**src/rtl/color_pattern_check.sv**
```systemverilog
// Read-back checker for the colour-bar test frame held in frame SRAM.
// It sweeps the frame one read per clock and compares each returned word
// against the bar colour expected at that pixel position.
// Ports:
//   clk, reset            clock, asynchronous active-low reset
//   enable                level start, sampled while idle
//   starting_address      frame base address, latched at start
//   data_read             SRAM read data, valid READ_LATENCY clocks after addr
//   addr, wren            SRAM address (registered), write enable (always 0)
//   done, pass            check complete, zero-mismatch flag (valid with done)
//   error_count           saturating mismatch count
//   first_error_addr/data address and data of the first mismatch
module color_pattern_check #(
  parameter int unsigned IMG_WIDTH    = 32,
  parameter int unsigned IMG_HEIGHT   = 32,
  parameter int unsigned READ_LATENCY = 2
) (
  input  logic        clk,
  input  logic        reset,
  input  logic        enable,
  input  logic [17:0] starting_address,
  input  logic [31:0] data_read,
  output logic [17:0] addr,
  output logic        wren,
  output logic        done,
  output logic        pass,
  output logic [10:0] error_count,
  output logic [17:0] first_error_addr,
  output logic [31:0] first_error_data
);

  localparam int unsigned AW       = 18;
  localparam int unsigned DW       = 32;
  localparam int unsigned CW       = 11;
  localparam int unsigned HW       = $clog2(IMG_WIDTH);
  localparam int unsigned VW       = (IMG_HEIGHT > 1) ? $clog2(IMG_HEIGHT) : 1;
  localparam int unsigned BH       = IMG_HEIGHT / 2;
  localparam int unsigned MH       = IMG_HEIGHT / 4;
  localparam int unsigned SUB_LSB  = HW - 5;
  // Issue stage (aligned with addr) followed by READ_LATENCY delay stages.
  localparam int unsigned PIPE     = READ_LATENCY + 1;
  localparam logic [CW-1:0] CNT_MAX = '1;

  typedef enum logic [1:0] {S_IDLE, S_READ, S_DRAIN, S_DONE} state_e;

  state_e          state_q;
  logic [AW-1:0]   base_q;
  logic [HW-1:0]   h_q;
  logic [VW-1:0]   v_q;
  logic [2:0]      drain_q;
  logic [AW-1:0]   addr_q;
  logic            done_q;
  logic            pass_q;
  logic [CW-1:0]   err_q;
  logic [CW-1:0]   err_d;
  logic            seen_q;
  logic [AW-1:0]   fea_q;
  logic [DW-1:0]   fed_q;
  logic [PIPE-1:0] vld_q;
  logic [DW-1:0]   exp_q [PIPE];
  logic [AW-1:0]   pa_q  [PIPE];

  logic [AW-1:0]   pix_addr_d;
  logic [DW-1:0]   exp_d;
  logic            push_c;
  logic            mismatch_c;
  logic            last_pix_c;

  // Expected 24-bit colour for pixel (h, v); bar index is the top 3 bits of h.
  function automatic logic [23:0] bar_colour(input logic [HW-1:0] h, input logic [VW-1:0] v);
    logic [2:0]  bar;
    logic [1:0]  sub;
    logic [23:0] c;
    bar = h[HW-1 -: 3];
    sub = h[SUB_LSB +: 2];
    c   = 24'h000000;
    if (32'(v) < BH) begin
      case (bar)
        3'd0: c = 24'hc0c0c0;
        3'd1: c = 24'hc0c000;
        3'd2: c = 24'h00c0c0;
        3'd3: c = 24'h00c000;
        3'd4: c = 24'hc000c0;
        3'd5: c = 24'hc00000;
        3'd6: c = 24'h0000c0;
        default: c = 24'hffffff;
      endcase
    end else if (32'(v) < BH + MH) begin
      case (bar)
        3'd0: c = 24'h0000c0;
        3'd2: c = 24'hc000c0;
        3'd4: c = 24'h00c0c0;
        3'd6: c = 24'hc0c0c0;
        default: c = 24'h131313;
      endcase
    end else begin
      case (bar)
        3'd0: c = 24'h00214c;
        3'd1: c = 24'hffffff;
        3'd2: c = 24'h32006a;
        3'd3: c = 24'h131313;
        // Bar 4 is split into quarter-bar segments (MW wide each).
        3'd4: begin
          case (sub)
            2'd1:    c = 24'h131313;
            2'd2:    c = 24'h1d1d1d;
            default: c = 24'h090909;
          endcase
        end
        3'd6: c = 24'hc0c0c0;
        default: c = 24'h131313;
      endcase
    end
    return c;
  endfunction

  // Pixel address: base + 1 + v*W + h; W is a power of two so v*W+h is {v,h}.
  always_comb begin
    pix_addr_d = base_q + AW'(1) + AW'({v_q, h_q});
    exp_d      = {8'h00, bar_colour(h_q, v_q)};
    push_c     = (state_q == S_READ);
    last_pix_c = (h_q == HW'(IMG_WIDTH - 1)) && (v_q == VW'(IMG_HEIGHT - 1));
  end

  // Compare the entry leaving the pipeline against the returned word.
  always_comb begin
    mismatch_c = vld_q[PIPE-1] && (data_read != exp_q[PIPE-1]);
    err_d      = err_q;
    if (mismatch_c && (err_q != CNT_MAX)) begin
      err_d = err_q + CW'(1);
    end
  end

  // Sweep FSM, expected-value pipeline and result registers.
  always_ff @(posedge clk or negedge reset) begin
    if (!reset) begin
      state_q <= S_IDLE;
      base_q  <= '0;
      h_q     <= '0;
      v_q     <= '0;
      drain_q <= '0;
      addr_q  <= '0;
      done_q  <= 1'b0;
      pass_q  <= 1'b0;
      err_q   <= '0;
      seen_q  <= 1'b0;
      fea_q   <= '0;
      fed_q   <= '0;
      vld_q   <= '0;
      for (int i = 0; i < int'(PIPE); i++) begin
        exp_q[i] <= '0;
        pa_q[i]  <= '0;
      end
    end else begin
      vld_q    <= {vld_q[PIPE-2:0], push_c};
      exp_q[0] <= exp_d;
      pa_q[0]  <= pix_addr_d;
      for (int i = 1; i < int'(PIPE); i++) begin
        exp_q[i] <= exp_q[i-1];
        pa_q[i]  <= pa_q[i-1];
      end

      if (mismatch_c) begin
        err_q <= err_d;
        if (!seen_q) begin
          seen_q <= 1'b1;
          fea_q  <= pa_q[PIPE-1];
          fed_q  <= data_read;
        end
      end

      case (state_q)
        S_IDLE: begin
          if (enable) begin
            base_q  <= starting_address;
            err_q   <= '0;
            seen_q  <= 1'b0;
            fea_q   <= '0;
            fed_q   <= '0;
            pass_q  <= 1'b0;
            h_q     <= '0;
            v_q     <= '0;
            state_q <= S_READ;
          end
        end
        S_READ: begin
          addr_q <= pix_addr_d;
          h_q    <= h_q + HW'(1);
          if (h_q == HW'(IMG_WIDTH - 1)) begin
            v_q <= v_q + VW'(1);
          end
          if (last_pix_c) begin
            drain_q <= '0;
            state_q <= S_DRAIN;
          end
        end
        S_DRAIN: begin
          // Last entry is compared on the same edge that enters DONE.
          if (drain_q == 3'(READ_LATENCY)) begin
            done_q  <= 1'b1;
            pass_q  <= (err_d == '0);
            state_q <= S_DONE;
          end else begin
            drain_q <= drain_q + 3'd1;
          end
        end
        S_DONE: begin
          if (!enable) begin
            done_q  <= 1'b0;
            state_q <= S_IDLE;
          end
        end
        default: state_q <= S_IDLE;
      endcase
    end
  end

  assign addr             = addr_q;
  assign wren             = 1'b0;
  assign done             = done_q;
  assign pass             = pass_q;
  assign error_count      = err_q;
  assign first_error_addr = fea_q;
  assign first_error_data = fed_q;

endmodule
```
**config.mk**
```make
export PLATFORM = sky130hd
export DESIGN_NAME = color_pattern_check
export DESIGN_NICKNAME = d
export VERILOG_FILES = /design/src/rtl/color_pattern_check.sv
export SDC_FILE = /design/constraint.sdc
export NUM_CORES = 1
export LEC_CHECK = 0
export ABC_AREA = 1
export BUFFER_PORTS_ARGS = -buffer_cell sky130_fd_sc_hd__buf_4
export CORE_AREA = 3 3 178 180
export CTS_CLUSTER_SIZE = 40
export DETAILED_ROUTE_END_ITERATION = 8
export DIE_AREA = 0 0 181 183
export GPL_TIMING_DRIVEN = 0
export SLEW_MARGIN = 20
export SYNTH_ARGS = -nofsm -noshare
export SYNTH_HDL_FRONTEND = slang
export SYNTH_SLANG_ARGS = --single-unit
```
**constraint.sdc**
```tcl
create_clock -name clk -period 2.7 [get_ports clk]
set_clock_uncertainty 0.2 [all_clocks]
set_input_delay 0.405 -clock clk [delete_from_list [all_inputs] [get_ports clk]]
set_output_delay 0.405 -clock clk [all_outputs]
set_load 0.05 [all_outputs]
```
==> impl_metrics.tcl <==
set metrics [dict create \
    synth_area_per_cell_um2 9.62 \
    synthTopCellsByArea "dfrtp_1 (61%), nand2_1 (9.0%), inv_1 (5.2%)" \
    synth_edf_count 0 \
    viasPerCell 4.31 \
    synthTopCellsByCount "dfrtp_1 (220), nand2_1 (216), inv_1 (126)" \
    max_freq_ghz 0.411 \
    startpoint_type "register" \
    yosysUniqueCellTypes 41 \
    nets 1206 \
    cp.depth 14 \
    cts_tree "yes" \
    crit_path_end_kind "register" \
    clock_sinks 220 \
    worst_slew_pin_slew_ns 0.561 \
    grt_first_pass_wirelength_mm 34.4 \
    routed_wl_mm 20.9 \
    reg2reg_to "addr[16]" \
    worstSetupEndpoint "addr[16]" \
    final_antenna_net_count 0 \
    crit_top_cell "nand2_1" \
    placedCellCount 1469 \
    cts_htree_levels 1 \
    clockBufferDepth 3 \
    dr.pass1.iters 4 \
    synthArstFlopShare 1.00 \
    setup_viol 0 \
    worstPathCellList "inv_2 > ha_1 > inv_1 > fa_2 > nand3_1 > nand2_1 > a21oi_2 > o21ai_2 > a21boi_2 > nor2_1 > nand2_1 > xnor2_1 > nand2_1 > nand2_1" \
    reg2reg_depth 14 \
    power_density_nw_per_um2 1190 \
    finalCritPeriodShare 0.901 \
    core_area_um2 30300 \
    hp-class "in -> reg" \
    grt_max_degree 101 \
    grt_pass1_vias 6781 \
    portBuffers 133 \
    cp_slowest_cell "dfrtp_1" \
    synth_area_leader_cell "dfrtp_1" \
    critical_path_class "reg -> reg" \
    worst_hold_slack_ns 0.0209 \
    die_x_um 181 \
    max-cap-violations 0 \
    leakagePower_nw 5.95 \
    rsz0062_at_grt "false" \
    dp_hpwl_mm 15.2 \
    dieHeight_um 183 \
    required_ns 2.93 \
    root_buffer "clkbuf_16" \
    arrival_ns 2.67 \
    yosysSeqAreaShare 0.610 \
    netlist_area_um2 9020 \
    ys_seq_elements 220 \
    relSlewSlack 0.626 \
    max_stage_delay_ns 0.40 \
    antenna_found_initial 1 \
    io_pins 135 \
    drc 0 \
    grt_overflow 0 \
    die-area_um2 33100 \
    drt_iter0_markers 361 \
    vias 6637 \
    gr-usage-all-layers 0.125 \
    r2r_start "h_q[0]" \
    cp.buffers_inverters 2 \
    reg2reg_slack_ns 0.27 \
    fin_crit_ns 2.43 \
    status "complete, no violations" \
    syn_to_final_growth_pct 29.0 \
    yosysMostFrequentCell "dfrtp_1" \
    cts_buffers 23 \
    synthFlopType "dfrtp_1" \
    cp_top_family "compound AO/OA/AOI/OAI gates" \
    ir_worst_vdd_mv 0.460 \
    synthCells 938 \
    drive_gt1_frac 0.189 \
    start_util 0.297 \
    wl_per_cell_um 13.6 \
    critPathLaunch "h_q[0]" \
    syn_nets 1016 \
    clk_latency_ns 0.49 \
    slew_violations 0 \
    stdcell_count 1541 \
    path_clk_slew_ns 0.06 \
    yosys.area.top_type_share 0.610 \
    rows 64 \
    finalHoldViolCount 0 \
    critical_path.max_fanout 4 \
    ys_warn_count 0 \
    gp_congestion 0.847 \
]
==> layout by cell type, fill, tap and decap left out, drive strengths merged, types with 4 or more instances in the layout <==
master / instances
ha: 24
o21ai: 81
clkinvlp: 4
xnor2: 14
nand3: 30
clkbuf: 50
nand2: 220
nor2: 57
a21oi: 79
nand4: 9
dlygate4sd3: 26
dfrtp: 220
buf: 147
clkinv: 7
xor2: 20
inv: 129
nor3: 8
==> metal layers <==
| metal | vias to the layer above | track usage | wire length [um] |
|---|---|---|---|
| li1 | 3335 | - | - |
| met5 | - | 0 | 0 |
| met3 | 29 | 0.0270 | 1150 |
| met4 | 0 | 0.0360 | 412 |
| met2 | 128 | 0.218 | 10100 |
| met1 | 3145 | 0.158 | 9220 |
==> cell families (layout without fill, tap and decap cells) <==
logic type,count (synthesis),in the layout,synth area share
xor gates and xnor gates,34,34,0.0330
buffers and inverters,159,365,0.0689
and+or+nand+nor,328,328,0.152
other,1,2,0.000416
DFF,220,220,0.610
adders and majority gates,25,25,0.0355
AOI/OAI and AO/OA,171,171,0.100
==> flip-flops by register name (all words and copies together) (netlist names) <==
name / count
exp_q: 48
first_error_addr: 18
pass: 1
seen_q: 1
first_error_data: 32
v_q: 5
base_q: 18
vld_q: 3
addr: 18
pa_q: 54
done: 1
state_q: 2
drain_q: 3
error_count: 11
h_q: 5
==> stage by stage <==
stage	area, um2	power (mW)	worst slack (ns)	utilization	setup TNS, ns
floorplan	9020	8.86	0.336	-	0
global placement	10500	10.5	-0.607	0.346	-124.53
detailed placement	10600	10.7	0.00765	0.349	0
CTS	11600	13.9	0.0629	0.382	0
global route	11600	14.7	0.0416	0.383	0
finish	11600	13.8	0.267	0.384	0
==> how the worst min path moves through the flow <==
stage | startpoint | to | slack, ns | depth (start not counted)
global placement | exp_q[35] | exp_q[3] | 0.13 | 0
global route | data_read[31] | first_error_data[31] | 0.008 | 3
CTS | data_read[27] | first_error_data[27] | 0.001 | 3
detailed placement | exp_q[34] | exp_q[2] | 0.13 | 0
floorplan | reset | addr[0] | -0.09 | 0
finish | data_read[2] | first_error_data[2] | 0.02 | 3
==> where the power goes <==
group / total, mW / internal, mW / switching, mW
Clock: 3.16 / 1.85 / 1.31
Sequential: 5.15 / 4.49 / 0.655
Combinational: 5.50 / 1.72 / 3.79
Total: 13.8 / 8.06 / 5.76
==> area by class of cell <==
class                   instances  area, um2
diodes                          1       2.50
plain buffers                  31        143
clock buffers                  27        621
clock inverters                14        141
fillers                      2933      18700
inverters                     128        480
multi-input cells             559       2900
flip-flops and latches        220       5510
well taps                     396        495
repair buffers                165       1350
==> worst reg2reg max path: cells and delay by family, from the launching register on <==
kind                       cells  cell delay [ns]
AOI/OAI and AO/OA              3             0.51
xor gates and xnor gates       1             0.13
and+or+nand+nor                6             0.50
adders and majority gates      2             0.49
DFF                            1             0.40
buffers and inverters          2             0.15
==> timing repair <==
action / in CTS / in global routing
pin swaps: 0 / 2
cloned: 0 / 0
endpoints found under the setup margin: 1 / 5
resized for setup: 1 / 4
hold buffers: 26 / 0
buffers inserted: 0 / 4
endpoints found under the hold margin: 74 / 0
Note: power is estimated with default switching activity, not from simulation.
